## config.mk

```make
export PLATFORM = sky130hd
export DESIGN_NAME = branch_resolve_queue
export DESIGN_NICKNAME = d
export VERILOG_FILES = /design/src/rtl/branch_resolve_queue_pkg.sv /design/src/rtl/branch_pred_fifo.sv /design/src/rtl/branch_resolve_queue.sv
export SDC_FILE = /design/constraint.sdc
export NUM_CORES = 1
export LEC_CHECK = 0
export ABC_AREA = 1
export CAP_MARGIN = 20
export CELL_PAD_IN_SITES_DETAIL_PLACEMENT = 0
export CELL_PAD_IN_SITES_GLOBAL_PLACEMENT = 2
export CORE_ASPECT_RATIO = 0.9
export CORE_MARGIN = 2
export CORE_UTILIZATION = 35
export CTS_BUF_LIST = sky130_fd_sc_hd__clkbuf_16
export DETAILED_ROUTE_END_ITERATION = 8
export PLACE_DENSITY_LB_ADDON = 0.1
export SYNTH_ARGS = -nofsm -noshare
export SYNTH_HDL_FRONTEND = slang
export SYNTH_HIERARCHICAL = 1
export SYNTH_SLANG_ARGS = --single-unit
```

## constraint.sdc

```tcl
create_clock -name clk_i -period 9 [get_ports clk_i]
set_clock_uncertainty 0.2 [all_clocks]
set_input_delay 1.35 -clock clk_i [delete_from_list [all_inputs] [get_ports clk_i]]
set_output_delay 1.35 -clock clk_i [all_outputs]
set_load 0.1 [all_outputs]
```

## src/rtl/branch_resolve_queue_pkg.sv

```systemverilog
// -----------------------------------------------------------------------------
// branch_resolve_queue_pkg
// Shared types for the fetch-side branch prediction path. The BTB, the fetch
// stage and the resolve queue all exchange predictions using these types.
//   addr_t        : 64-bit instruction address
//   pred_entry_t  : one in-flight prediction (fetch pc, predicted next pc, hit)
//   sat_inc32     : increment that sticks at all-ones instead of wrapping
// -----------------------------------------------------------------------------
package branch_resolve_queue_pkg;

  typedef logic [63:0] addr_t;

  typedef struct packed {
    addr_t pc;
    addr_t next_pc;
    logic  hit;
  } pred_entry_t;

  // Event counters must never wrap back to a small value, so they stop at
  // the maximum representable count.
  function automatic logic [31:0] sat_inc32(input logic [31:0] value);
    return (value == 32'hFFFF_FFFF) ? value : value + 32'd1;
  endfunction

endpackage

```

## src/rtl/branch_pred_fifo.sv

```systemverilog
// -----------------------------------------------------------------------------
// branch_pred_fifo
// Circular buffer holding in-flight predictions in program order.
//   clk_i, rst_i : clock, synchronous active-high reset
//   push, entry  : write entry at the tail
//   pop          : drop the head entry
//   clear        : discard every entry (wins over push/pop)
//   head         : oldest entry (meaningful only when not empty)
//   count        : occupancy, 0..DEPTH
//   full, empty  : derived from count
// -----------------------------------------------------------------------------
module branch_pred_fifo #(
  parameter int  DEPTH   = 8,
  parameter type entry_t = logic [0:0]
) (
  input  logic                   clk_i,
  input  logic                   rst_i,
  input  logic                   push,
  input  entry_t                 entry,
  input  logic                   pop,
  input  logic                   clear,
  output entry_t                 head,
  output logic [$clog2(DEPTH):0] count,
  output logic                   full,
  output logic                   empty
);

  localparam int PW = $clog2(DEPTH);
  localparam int CW = PW + 1;

  entry_t          mem [DEPTH];
  logic [PW-1:0]   rd_ptr;
  logic [PW-1:0]   wr_ptr;

  // Entry storage needs no reset: validity is tracked purely by the pointers
  // and count, so stale contents are never observed.
  always_ff @(posedge clk_i) begin
    if (push) begin
      mem[wr_ptr] <= entry;
    end
  end

  // Pointers wrap naturally because DEPTH is a power of two. Reset and clear
  // both return the buffer to empty and take priority over any handshake.
  always_ff @(posedge clk_i) begin
    if (rst_i || clear) begin
      rd_ptr <= '0;
      wr_ptr <= '0;
      count  <= '0;
    end else begin
      if (push) begin
        wr_ptr <= wr_ptr + 1'b1;
      end
      if (pop) begin
        rd_ptr <= rd_ptr + 1'b1;
      end
      case ({push, pop})
        2'b10:   count <= count + 1'b1;
        2'b01:   count <= count - 1'b1;
        default: count <= count;
      endcase
    end
  end

  assign head  = mem[rd_ptr];
  assign full  = (count == CW'(DEPTH));
  assign empty = (count == '0);

endmodule

```

## src/rtl/branch_resolve_queue.sv

```systemverilog
// -----------------------------------------------------------------------------
// branch_resolve_queue
// Buffers every prediction issued at IF and checks them in order against the
// addresses resolved in EXEC. A mismatch flushes all in-flight predictions and
// produces a registered one-cycle redirect to fetch.
//   clk_i, rst_i                 : clock, synchronous active-high reset
//   pred_valid_i / pred_ready_o  : prediction handshake from IF
//   pred_pc_i, pred_next_pc_i    : fetch pc and predicted next pc
//   pred_hit_i                   : BTB hit flag (statistics only)
//   res_valid_i / res_ready_o    : resolution handshake from EXEC
//   res_current_addr_i           : address of the resolved instruction
//   res_next_addr_i              : actual next address
//   redirect_o, redirect_pc_o    : restart pulse and address for fetch
//   count_o                      : queue occupancy
//   mispredict_cnt_o             : saturating mispredict count
//   hit_mispredict_cnt_o         : saturating mispredicts on BTB hits
// -----------------------------------------------------------------------------
module branch_resolve_queue
  import branch_resolve_queue_pkg::*;
#(
  parameter int DEPTH = 8
) (
  input  logic                   clk_i,
  input  logic                   rst_i,
  input  logic                   pred_valid_i,
  output logic                   pred_ready_o,
  input  addr_t                  pred_pc_i,
  input  addr_t                  pred_next_pc_i,
  input  logic                   pred_hit_i,
  input  logic                   res_valid_i,
  output logic                   res_ready_o,
  input  addr_t                  res_current_addr_i,
  input  addr_t                  res_next_addr_i,
  output logic                   redirect_o,
  output addr_t                  redirect_pc_o,
  output logic [$clog2(DEPTH):0] count_o,
  output logic [31:0]            mispredict_cnt_o,
  output logic [31:0]            hit_mispredict_cnt_o
);

  pred_entry_t head;
  pred_entry_t new_entry;
  logic        full;
  logic        empty;
  logic        push_fire;
  logic        resolve_fire;
  logic        head_matches;
  logic        mispredict;
  logic        redirect_q;
  addr_t       redirect_pc_q;
  logic [31:0] mispredict_cnt_q;
  logic [31:0] hit_mispredict_cnt_q;

  // Fetch is restarting during the redirect pulse, so nothing it offers in
  // that cycle belongs to the new path.
  assign pred_ready_o = ~full & ~redirect_q;
  assign res_ready_o  = ~empty;

  assign push_fire    = pred_valid_i & pred_ready_o;
  assign resolve_fire = res_valid_i & res_ready_o;
  assign head_matches = (head.pc == res_current_addr_i) &&
                        (head.next_pc == res_next_addr_i);
  assign mispredict   = resolve_fire & ~head_matches;

  assign new_entry.pc      = pred_pc_i;
  assign new_entry.next_pc = pred_next_pc_i;
  assign new_entry.hit     = pred_hit_i;

  // A mispredict clears the whole queue; a prediction pushed in that same
  // cycle is younger than the bad branch and must be dropped too.
  branch_pred_fifo #(
    .DEPTH   (DEPTH),
    .entry_t (pred_entry_t)
  ) u_fifo (
    .clk_i (clk_i),
    .rst_i (rst_i),
    .push  (push_fire & ~mispredict),
    .entry (new_entry),
    .pop   (resolve_fire & head_matches),
    .clear (mispredict),
    .head  (head),
    .count (count_o),
    .full  (full),
    .empty (empty)
  );

  // Redirect is registered so fetch sees a clean single-cycle pulse one
  // cycle after the failing resolve. The restart pc is only meaningful while
  // the pulse is high, so it simply holds between mispredicts.
  always_ff @(posedge clk_i) begin
    if (rst_i) begin
      redirect_q    <= 1'b0;
      redirect_pc_q <= '0;
    end else begin
      redirect_q <= mispredict;
      if (mispredict) begin
        redirect_pc_q <= res_next_addr_i;
      end
    end
  end

  // Statistics counters; the hit counter separates BTB target errors from
  // fall-through predictions that turned out to be taken branches.
  always_ff @(posedge clk_i) begin
    if (rst_i) begin
      mispredict_cnt_q     <= '0;
      hit_mispredict_cnt_q <= '0;
    end else if (mispredict) begin
      mispredict_cnt_q <= sat_inc32(mispredict_cnt_q);
      if (head.hit) begin
        hit_mispredict_cnt_q <= sat_inc32(hit_mispredict_cnt_q);
      end
    end
  end

  assign redirect_o           = redirect_q;
  assign redirect_pc_o        = redirect_pc_q;
  assign mispredict_cnt_o     = mispredict_cnt_q;
  assign hit_mispredict_cnt_o = hit_mispredict_cnt_q;

endmodule

```

==> summary.log, run 1 <==
qor: floorplanning.fp.coreArea 139000 µm²
qor: critical_path.worstSetupEndpointType flop
qor: critical_path.worstSetupPathDepth 21
qor: detailed_routing.met2_wirelength 62600 µm
qor: sta.post-route-min-period 7.11 ns
qor: critical_path.setup.worst_path.class flop to flop
qor: detailed_routing.detailroute.wirelength.met3 6190 µm
qor: cts.cts-htree-levels 4
qor: floorplanning.floorplan.die_area 143000 µm²
qor: detailed_routing.routed_wire_length_per_instance 20.6 µm
qor: cts.cts.path.max_buffers 3
qor: sta.finalMaxSlewViolations 0
qor: sta.finalCritPeriodShare 79.0%
qor: min_path.worstHoldEndpoint redirect_pc_o[28]
qor: logic_synthesis.ys.warnings.count 6
qor: placement.detailedPlace.worstSlack 1.85 ns
qor: logic_synthesis.ys_top_cells_by_area edfxtp_1 63%, nor2_1 6.3%, dfxtp_1 5.8%
qor: sta.worst_slew_margin_rel 29.2%
qor: cts.cts_hold_buffers 0
qor: placement.port_buffers 395
qor: global_route.grt_max_degree 117
qor: cts.number_of_buffers_inserted_by_post_cts_setup_repair 0
qor: floorplanning.chipHeight 359 µm
qor: cts.tritoncts_clock_tree yes
qor: critical_path.cp_slowest_stage_delay 0.75 ns
qor: run.maxCapViolCount 0
qor: sta.rsz0062_at_grt no
qor: detailed_routing.detail_route.wirelength 137000 µm
qor: cells_and_area.design.final.nets 4989
qor: min_path.min_path_type flop to flop
qor: critical_path.cp.buffers_inverters 5
qor: cts.cts_repair_resize_count 0
qor: logic_synthesis.postSynth.topFlopCell edfxtp_1
qor: min_path.timing.hold.worst.start redirect_pc_o[28]
qor: logic_synthesis.async_flop_share 0%
qor: logic_synthesis.avgSynthCellArea 11.2 µm²
qor: logic_synthesis.number_of_flops_mapped_to_enable_cells_by_yosys 1032
qor: critical_path.cp.arrival 7.31 ns
qor: placement.detailedPlacementHpwl 78600 µm
qor: detailed_routing.detailedRoute.firstIterationViolations 1823
qor: detailed_routing.drc 0
qor: logic_synthesis.post-synth-top-area-cell edfxtp_1
qor: sta.worst_pin_slew 1.06 ns
qor: floorplanning.io_pins 396
qor: logic_synthesis.synthesis.area 49100 µm²
qor: logic_synthesis.synth_fp_nets 4639
qor: critical_path.crit_path_max_fanout 97
qor: logic_synthesis.synth.most_common_cell edfxtp_1
qor: cells_and_area.fraction_of_final_layout_cells_sized_beyond_drive_strength_1 5.76%
qor: cts.clock_insertion_delay_worst_skew 0.75 ns
qor: cts.ctsRootBufferMaster clkbuf_16
qor: min_path.hold_path_depth 2
qor: detailed_routing.route.antenna.remaining_nets 0
qor: pwr.total_leakage_power 0.0203 µW
qor: outcome.outcome finished, final reports clean
qor: logic_synthesis.synth_top_area_share 63.1%
qor: critical_path.setup.reg_to_reg.worst_slack 1.89 ns
qor: detailed_routing.detailroute.via_count 32.3k
qor: sta.worst_slack 1.89 ns
qor: cts.cts.sink_count 1174
qor: logic_synthesis.postSynthRegisterBits 1174
qor: floorplanning.initial_core_util 35.2%
qor: critical_path.critPathSlowestCell nor2_4
qor: floorplanning.fp.dieW 399 µm
qor: logic_synthesis.syn-instance-count 4371
qor: logic_synthesis.yosys-top-cells-count 1032 x edfxtp_1, 818 x nor2_1, 729 x nand2_1, 304 x o21ai_0, 278 x o21ai_1
qor: cts.cts_buffers 136
qor: placement.gp_routability_congestion 0.734
qor: detailed_routing.drt-vias-per-instance 4.84
qor: pwr.powerDensity 258 nW/µm²
qor: global_route.first_global_vias 31.2k
qor: cts.clkSlewWorstSetupHoldPaths 0.06 ns
qor: detailed_routing.m1WireLength 65900 µm
qor: cells_and_area.area_growth_from_synthesis_to_final_layout 20.9%
qor: sta.setup_viol 0
qor: pwr.vdd_drop_max 0.000173 V
qor: detailed_routing.highest-signal-layer met5
qor: critical_path.worstSetupStartpointType flop
qor: global_route.groute.usage.overall 19.0%
qor: critical_path.timing.critical_path.required 9.20 ns
qor: placement.dpl-instance-area 54900 µm²
qor: global_route.number_of_antenna_violations_at_the_first_check_in_global_routing 15
qor: cells_and_area.postLayoutCellArea 59300 µm²
qor: critical_path.critPathTopFamily simple AND/OR/NAND/NOR gates
qor: global_route.global_route.overflow_total 0
qor: floorplanning.fp-row-count 130
qor: critical_path.r2r-end u_fifo/mem[0][25]
qor: critical_path.crit_chain inv_8 > buf_4 > nor2_1 > o22ai_1 > nand2_1 > nand2_1 > xnor2_1 > nand2_1 > nor2_1 > nand2_1 > nor2_1 > nand2_1 > nor2_1 > nand2_4 > nand2_4 > inv_2 > nor2_1 > inv_1 > or2_2 > nor2_4 > buf_12
qor: detailed_routing.drt_first_pass_iters 8
qor: global_route.grt_pass1_wl 205000 µm
qor: sta.finalHoldViolations 0
qor: sta.timing.fmax 141 MHz
qor: logic_synthesis.synth_seq_area_share 68.9%
qor: cells_and_area.utilization_of_the_core_after_routing 42.6%
qor: logic_synthesis.synth_cell_types 34
qor: critical_path.worst_r2r_path_depth 21
## registers in the layout, summed over array words and instances (netlist names), named ones only
| register | cells |
|---|---|
| hit_mispredict_cnt_o | 32 |
| mispredict_cnt_o | 32 |
| redirect_o | 1 |
| redirect_pc_o | 64 |
| u_fifo/count | 4 |
| u_fifo/mem | 1032 |
| u_fifo/rd_ptr | 3 |
| u_fifo/wr_ptr | 3 |
## power breakdown
part	switching, µW	internal [µW]	leakage (µW)	total [µW]
logic	2340	845	0.00755	3180
clock network	2220	3200	0.00227	5420
registers	163	6540	0.0105	6710
## worst register-to-register path, cell delays in order, from the launching register on
cell	delay, ns
dfxtp_4	0.54
inv_8	0.57
buf_4	0.67
nor2_1	0.10
o22ai_1	0.18
nand2_1	0.06
nand2_1	0.10
xnor2_1	0.16
nand2_1	0.10
nor2_1	0.11
nand2_1	0.07
nor2_1	0.15
nand2_1	0.12
nor2_1	0.59
nand2_4	0.52
nand2_4	0.21
inv_2	0.22
nor2_1	0.29
inv_1	0.18
or2_2	0.42
nor2_4	0.75
buf_12	0.41
## per-stage QoR
stage	TNS (ns)	std cells	hold slack (ns)	power, µW
2_1_floorplan	-246.00	4371	0.259	9100
3_3_place_gp	0	6431	0.262	10000
3_5_place_dp	0	6431	0.274	10100
4_1_cts	0	6674	0.286	15500
5_1_grt	0	6678	0.299	16000
6_report	0	6679	0.280	15300
## how the worst max path moves through the flow
stage	from	to	slack [ns]
finish	flop	u_fifo/mem[0][25]	1.89
detailed placement	flop	u_fifo/mem[0][21]	1.85
CTS	flop	u_fifo/mem[0][23]	1.82
global route	flop	u_fifo/mem[0][25]	1.49
floorplan	u_fifo/count[0]	u_fifo/mem[0][0]	-0.48
global placement	flop	u_fifo/mem[0][16]	1.90
## cell families after synthesis
logic type | after synthesis | share of synthesized area, %
muxes | 129 | 2.63
AOI/OAI and AO/OA | 724 | 7.72
xor gates and xnor gates | 112 | 2.00
adders and majority gates | 7 | 0.178
buffers and inverters | 467 | 4.27
DFF | 1174 | 68.9
and+or+nand+nor | 1758 | 14.3
## routing by layer
metal  vias to the layer above  track usage (%)
li1                      15900                -
met1                     15600             27.0
met2                       630             29.9
met3                       186             3.35
met4                        16             5.11
met5                         -                0
## cell usage in the layout (no fill, tap or decap), types with 129 or more instances in the layout
cell and n:
o21ai_0 304, nand2_1 729, clkbuf_16 146, o21ai_1 278, inv_1 249, dfxtp_1 139, mux2i_1 129, o22ai_1 129
clkdlybuf4s50_1 395, edfxtp_1 1032, nor2_1 810
## cell type report
class / instances / area (µm²)
Fill cell: 13200 / 80100
Inverter: 226 / 863
Antenna cell: 5 / 12.5
Tap cell: 1848 / 2310
Sequential cell: 1174 / 33800
Timing Repair Buffer: 453 / 4680
Clock buffer: 146 / 3650
Clock inverter: 97 / 733
Multi-Input combinational cell: 2730 / 13200
Power figures use the tool's default switching activity.
==> inputs of run 2 (changes only) <==
==> constraint.sdc (replaced) <==
create_clock -name clk_i -period 6 [get_ports clk_i]
set_clock_uncertainty 0.2 [all_clocks]
set_input_delay 0.9 -clock clk_i [delete_from_list [all_inputs] [get_ports clk_i]]
set_output_delay 0.9 -clock clk_i [all_outputs]
set_load 0.1 [all_outputs]
==> run 2 against run 1 <==
  * Fmax rose by 28%
  * Power increased by 50%
  * Highest routed layer unchanged
  * Critical path type unchanged
  * Sequential power is 51% higher
==> summary.log, run 2 (synthesis gave the netlist of run 1 again) <==
qor: detailed_routing.detail_route.wirelength 137000 µm [about the same]
qor: floorplanning.initial_core_util 35.2% [unchanged]
qor: cells_and_area.largest_register_ff_count 1032 [unchanged]
qor: detailed_routing.drt_first_pass_iters 5 [was 8]
qor: detailed_routing.route.antenna.remaining_nets 0 [unchanged]
qor: placement.detailedPlacementHpwl 79000 µm [was 78600 µm]
qor: detailed_routing.detailroute.via_count 32.5k [was 32.3k]
qor: outcome.outcome finished, final reports clean [unchanged]
qor: cells_and_area.regMostFlops u_fifo/mem [unchanged]
qor: placement.port_buffers 395 [unchanged]
qor: critical_path.r2r-end u_fifo/mem[1][112] [was u_fifo/mem[0][25]]
qor: critical_path.timing.critical_path.required 6.22 ns [was 9.20 ns]
qor: floorplanning.fp.coreArea 139000 µm² [unchanged]
qor: floorplanning.chipHeight 359 µm [unchanged]
qor: critical_path.setup.reg_to_reg.worst_slack 0.46 ns [was 1.89 ns]
qor: critical_path.worstSetupStartpointType flop [unchanged]
qor: critical_path.worst_r2r_path_depth 19 [was 21]
qor: cts.cts-htree-levels 4 [unchanged]
qor: cts.cts_repair_resize_count 0 [unchanged]
qor: sta.worst_slack 0.463 ns [was 1.89 ns]
qor: critical_path.worstSetupEndpointType flop [unchanged]
qor: cts.ctsRootBufferMaster clkbuf_16 [unchanged]
qor: run.maxCapViolCount 0 [unchanged]
qor: sta.rsz0062_at_grt no [unchanged]
qor: detailed_routing.drc 0 [unchanged]
qor: global_route.global_route.overflow_total 0 [unchanged]
qor: cts.clkSlewWorstSetupHoldPaths 0.06 ns [about the same]
qor: min_path.timing.hold.worst.start redirect_pc_o[59] [was redirect_pc_o[28]]
qor: pwr.vdd_drop_max 0.000238 V [was 0.000173 V]
qor: pwr.fin_total_pwr 22900 µW [was 15300 µW]
qor: pwr.total_leakage_power 0.0204 µW [was 0.0203 µW]
qor: cells_and_area.design.final.nets 5002 [was 4989]
qor: sta.setup_viol 0 [unchanged]
qor: detailed_routing.drt-vias-per-instance 4.86 [was 4.84]
qor: sta.worst_pin_slew 1.08 ns [was 1.06 ns]
qor: placement.dpl-instance-area 55300 µm² [was 54900 µm²]
qor: global_route.groute.usage.overall 18.8% [was 19.0%]
qor: placement.detailedPlace.worstSlack 0.326 ns [was 1.85 ns]
qor: cts.number_of_buffers_inserted_by_post_cts_setup_repair 0 [unchanged]
qor: critical_path.crit_path_max_fanout 154 [was 97]
qor: cts.tritoncts_clock_tree yes [unchanged]
qor: critical_path.setup.worst_path.class flop to flop [unchanged]
qor: sta.post-route-min-period 5.54 ns [was 7.11 ns]
qor: cells_and_area.leading_cell_type_in_the_layout_fill_and_taps_excluded edfxtp_1 [unchanged]
qor: floorplanning.fp.dieW 399 µm [unchanged]
qor: critical_path.cp.arrival 5.76 ns [was 7.31 ns]
qor: floorplanning.io_pins 396 [unchanged]
qor: sta.finalCritPeriodShare 92.3% [was 79.0%]
qor: placement.gp_routability_congestion 0.766 [was 0.734]
qor: min_path.min_path_type flop to flop [unchanged]
qor: cells_and_area.postLayoutCellArea 59600 µm² [was 59300 µm²]
qor: floorplanning.fp-row-count 130 [unchanged]
qor: detailed_routing.detailedRoute.firstIterationViolations 2045 [was 1823]
qor: cells_and_area.most_frequent_cells_in_the_layout 1032 x edfxtp_1, 810 x nor2_1, 729 x nand2_1, 395 x clkdlybuf4s50_1, 304 x o21ai_0 [unchanged]
qor: global_route.grt_pass1_wl 204000 µm [was 205000 µm]
qor: sta.finalHoldViolations 0 [unchanged]
qor: global_route.grt_max_degree 155 [was 117]
qor: cells_and_area.filler_cell_count 13.2k [about the same]
qor: pwr.powerDensity 384 nW/µm² [was 258 nW/µm²]
qor: cells_and_area.area_growth_from_synthesis_to_final_layout 21.4% [was 20.9%]
qor: cts.cts_buffers 134 [was 136]
qor: cts.cts.path.max_buffers 3 [unchanged]
qor: global_route.first_global_vias 31.3k [was 31.2k]
qor: cells_and_area.fraction_of_final_layout_cells_sized_beyond_drive_strength_1 5.81% [was 5.76%]
qor: cts.cts.sink_count 1174 [unchanged]
qor: floorplanning.floorplan.die_area 143000 µm² [unchanged]
qor: detailed_routing.routed_wire_length_per_instance 20.4 µm [was 20.6 µm]
qor: sta.worst_slew_margin_rel 28.1% [was 29.2%]
qor: cts.clock_insertion_delay_worst_skew 0.75 ns [about the same]
qor: global_route.number_of_antenna_violations_at_the_first_check_in_global_routing 19 [was 15]
qor: min_path.worstHoldEndpoint redirect_pc_o[59] [was redirect_pc_o[28]]
qor: sta.finalMaxSlewViolations 0 [unchanged]
qor: sta.final.hold.worst_slack 0.280 ns [about the same]
qor: min_path.hold_path_depth 2 [unchanged]
qor: cts.cts_hold_buffers 0 [unchanged]
qor: sta.timing.fmax 181 MHz [was 141 MHz]
[run 2: cell count changes in the layout (fill, tap and decap cells not counted), moves of 5 or more]
cell,previous run,this run
inv_1,249,254
clkbuf_16,146,138
buf_12,23,41
clkinv_2,24,11
clkinv_1,25,30
[run 2: layout make-up]
class                      instances  area [µm²]  share of cell area [%]
antenna                            8        20.0                  0.0336
clock buffer                     138        3450                    5.80
clock inverter                   102         837                    1.40
inverter                         226         863                    1.45
multi-input combinational       2730       13200                    22.2
sequential                      1174       33800                    56.8
tap                             1848        2310                    3.88
timing repair buffer             468        5010                    8.42
[run 2: stage by stage]
stage	instances	util [%]	TNS [ns]
finish	6694	42.7	0
detailed placement	6446	39.7	0
global route	6690	42.7	0
global placement	6446	39.7	0
floorplan	4371	-	-678.76
CTS	6686	42.7	0
[run 2: metal layers]
metal	track usage [%]	share of wire (%)	routed length [µm]	up-vias
li1	-	-	-	15900
met2	29.4	45	62100	599
met1	26.8	48	65200	15800
met5	0	0.045	62	-
met3	3.72	5.0	6890	164
met4	4.59	1.7	2330	10
[run 2: report_power, final]
part	switching, µW	internal (µW)
logic	3550	1290
clock network	3290	4720
registers	237	9810
[run 2: worst max path at each step]
| stage | start | to | slack, ns | cells after the start |
|---|---|---|---|---|
| 2_1_floorplan | u_fifo/count[0] | u_fifo/mem[0][0] | -1.32 | 7 |
| 4_1_cts | flop | u_fifo/mem[1][111] | 0.31 | 21 |
| 3_3_place_gp | flop | u_fifo/mem[1][114] | 0.34 | 21 |
| 5_1_grt | flop | u_fifo/mem[1][111] | 0.06 | 19 |
| 6_report | flop | u_fifo/mem[1][112] | 0.46 | 19 |
| 3_5_place_dp | flop | u_fifo/mem[1][111] | 0.33 | 21 |
[run 2: worst max-delay path: stages (launching register included)]
cell and delay [ns]:
dfxtp_4 0.54, buf_12 0.58, mux2i_1 0.30, o22ai_1 0.10
nand2_1 0.09, nand2_1 0.11, xnor2_1 0.16, nand2_1 0.08
nor2_1 0.10, nand2_1 0.09, nor2_1 0.22, nand2_1 0.14
nor2_1 0.40, nand2_4 0.11, nand2_4 0.08, inv_2 0.04
nor2_1 0.34, nand2_1 0.33, nor2_4 0.67, buf_12 0.35
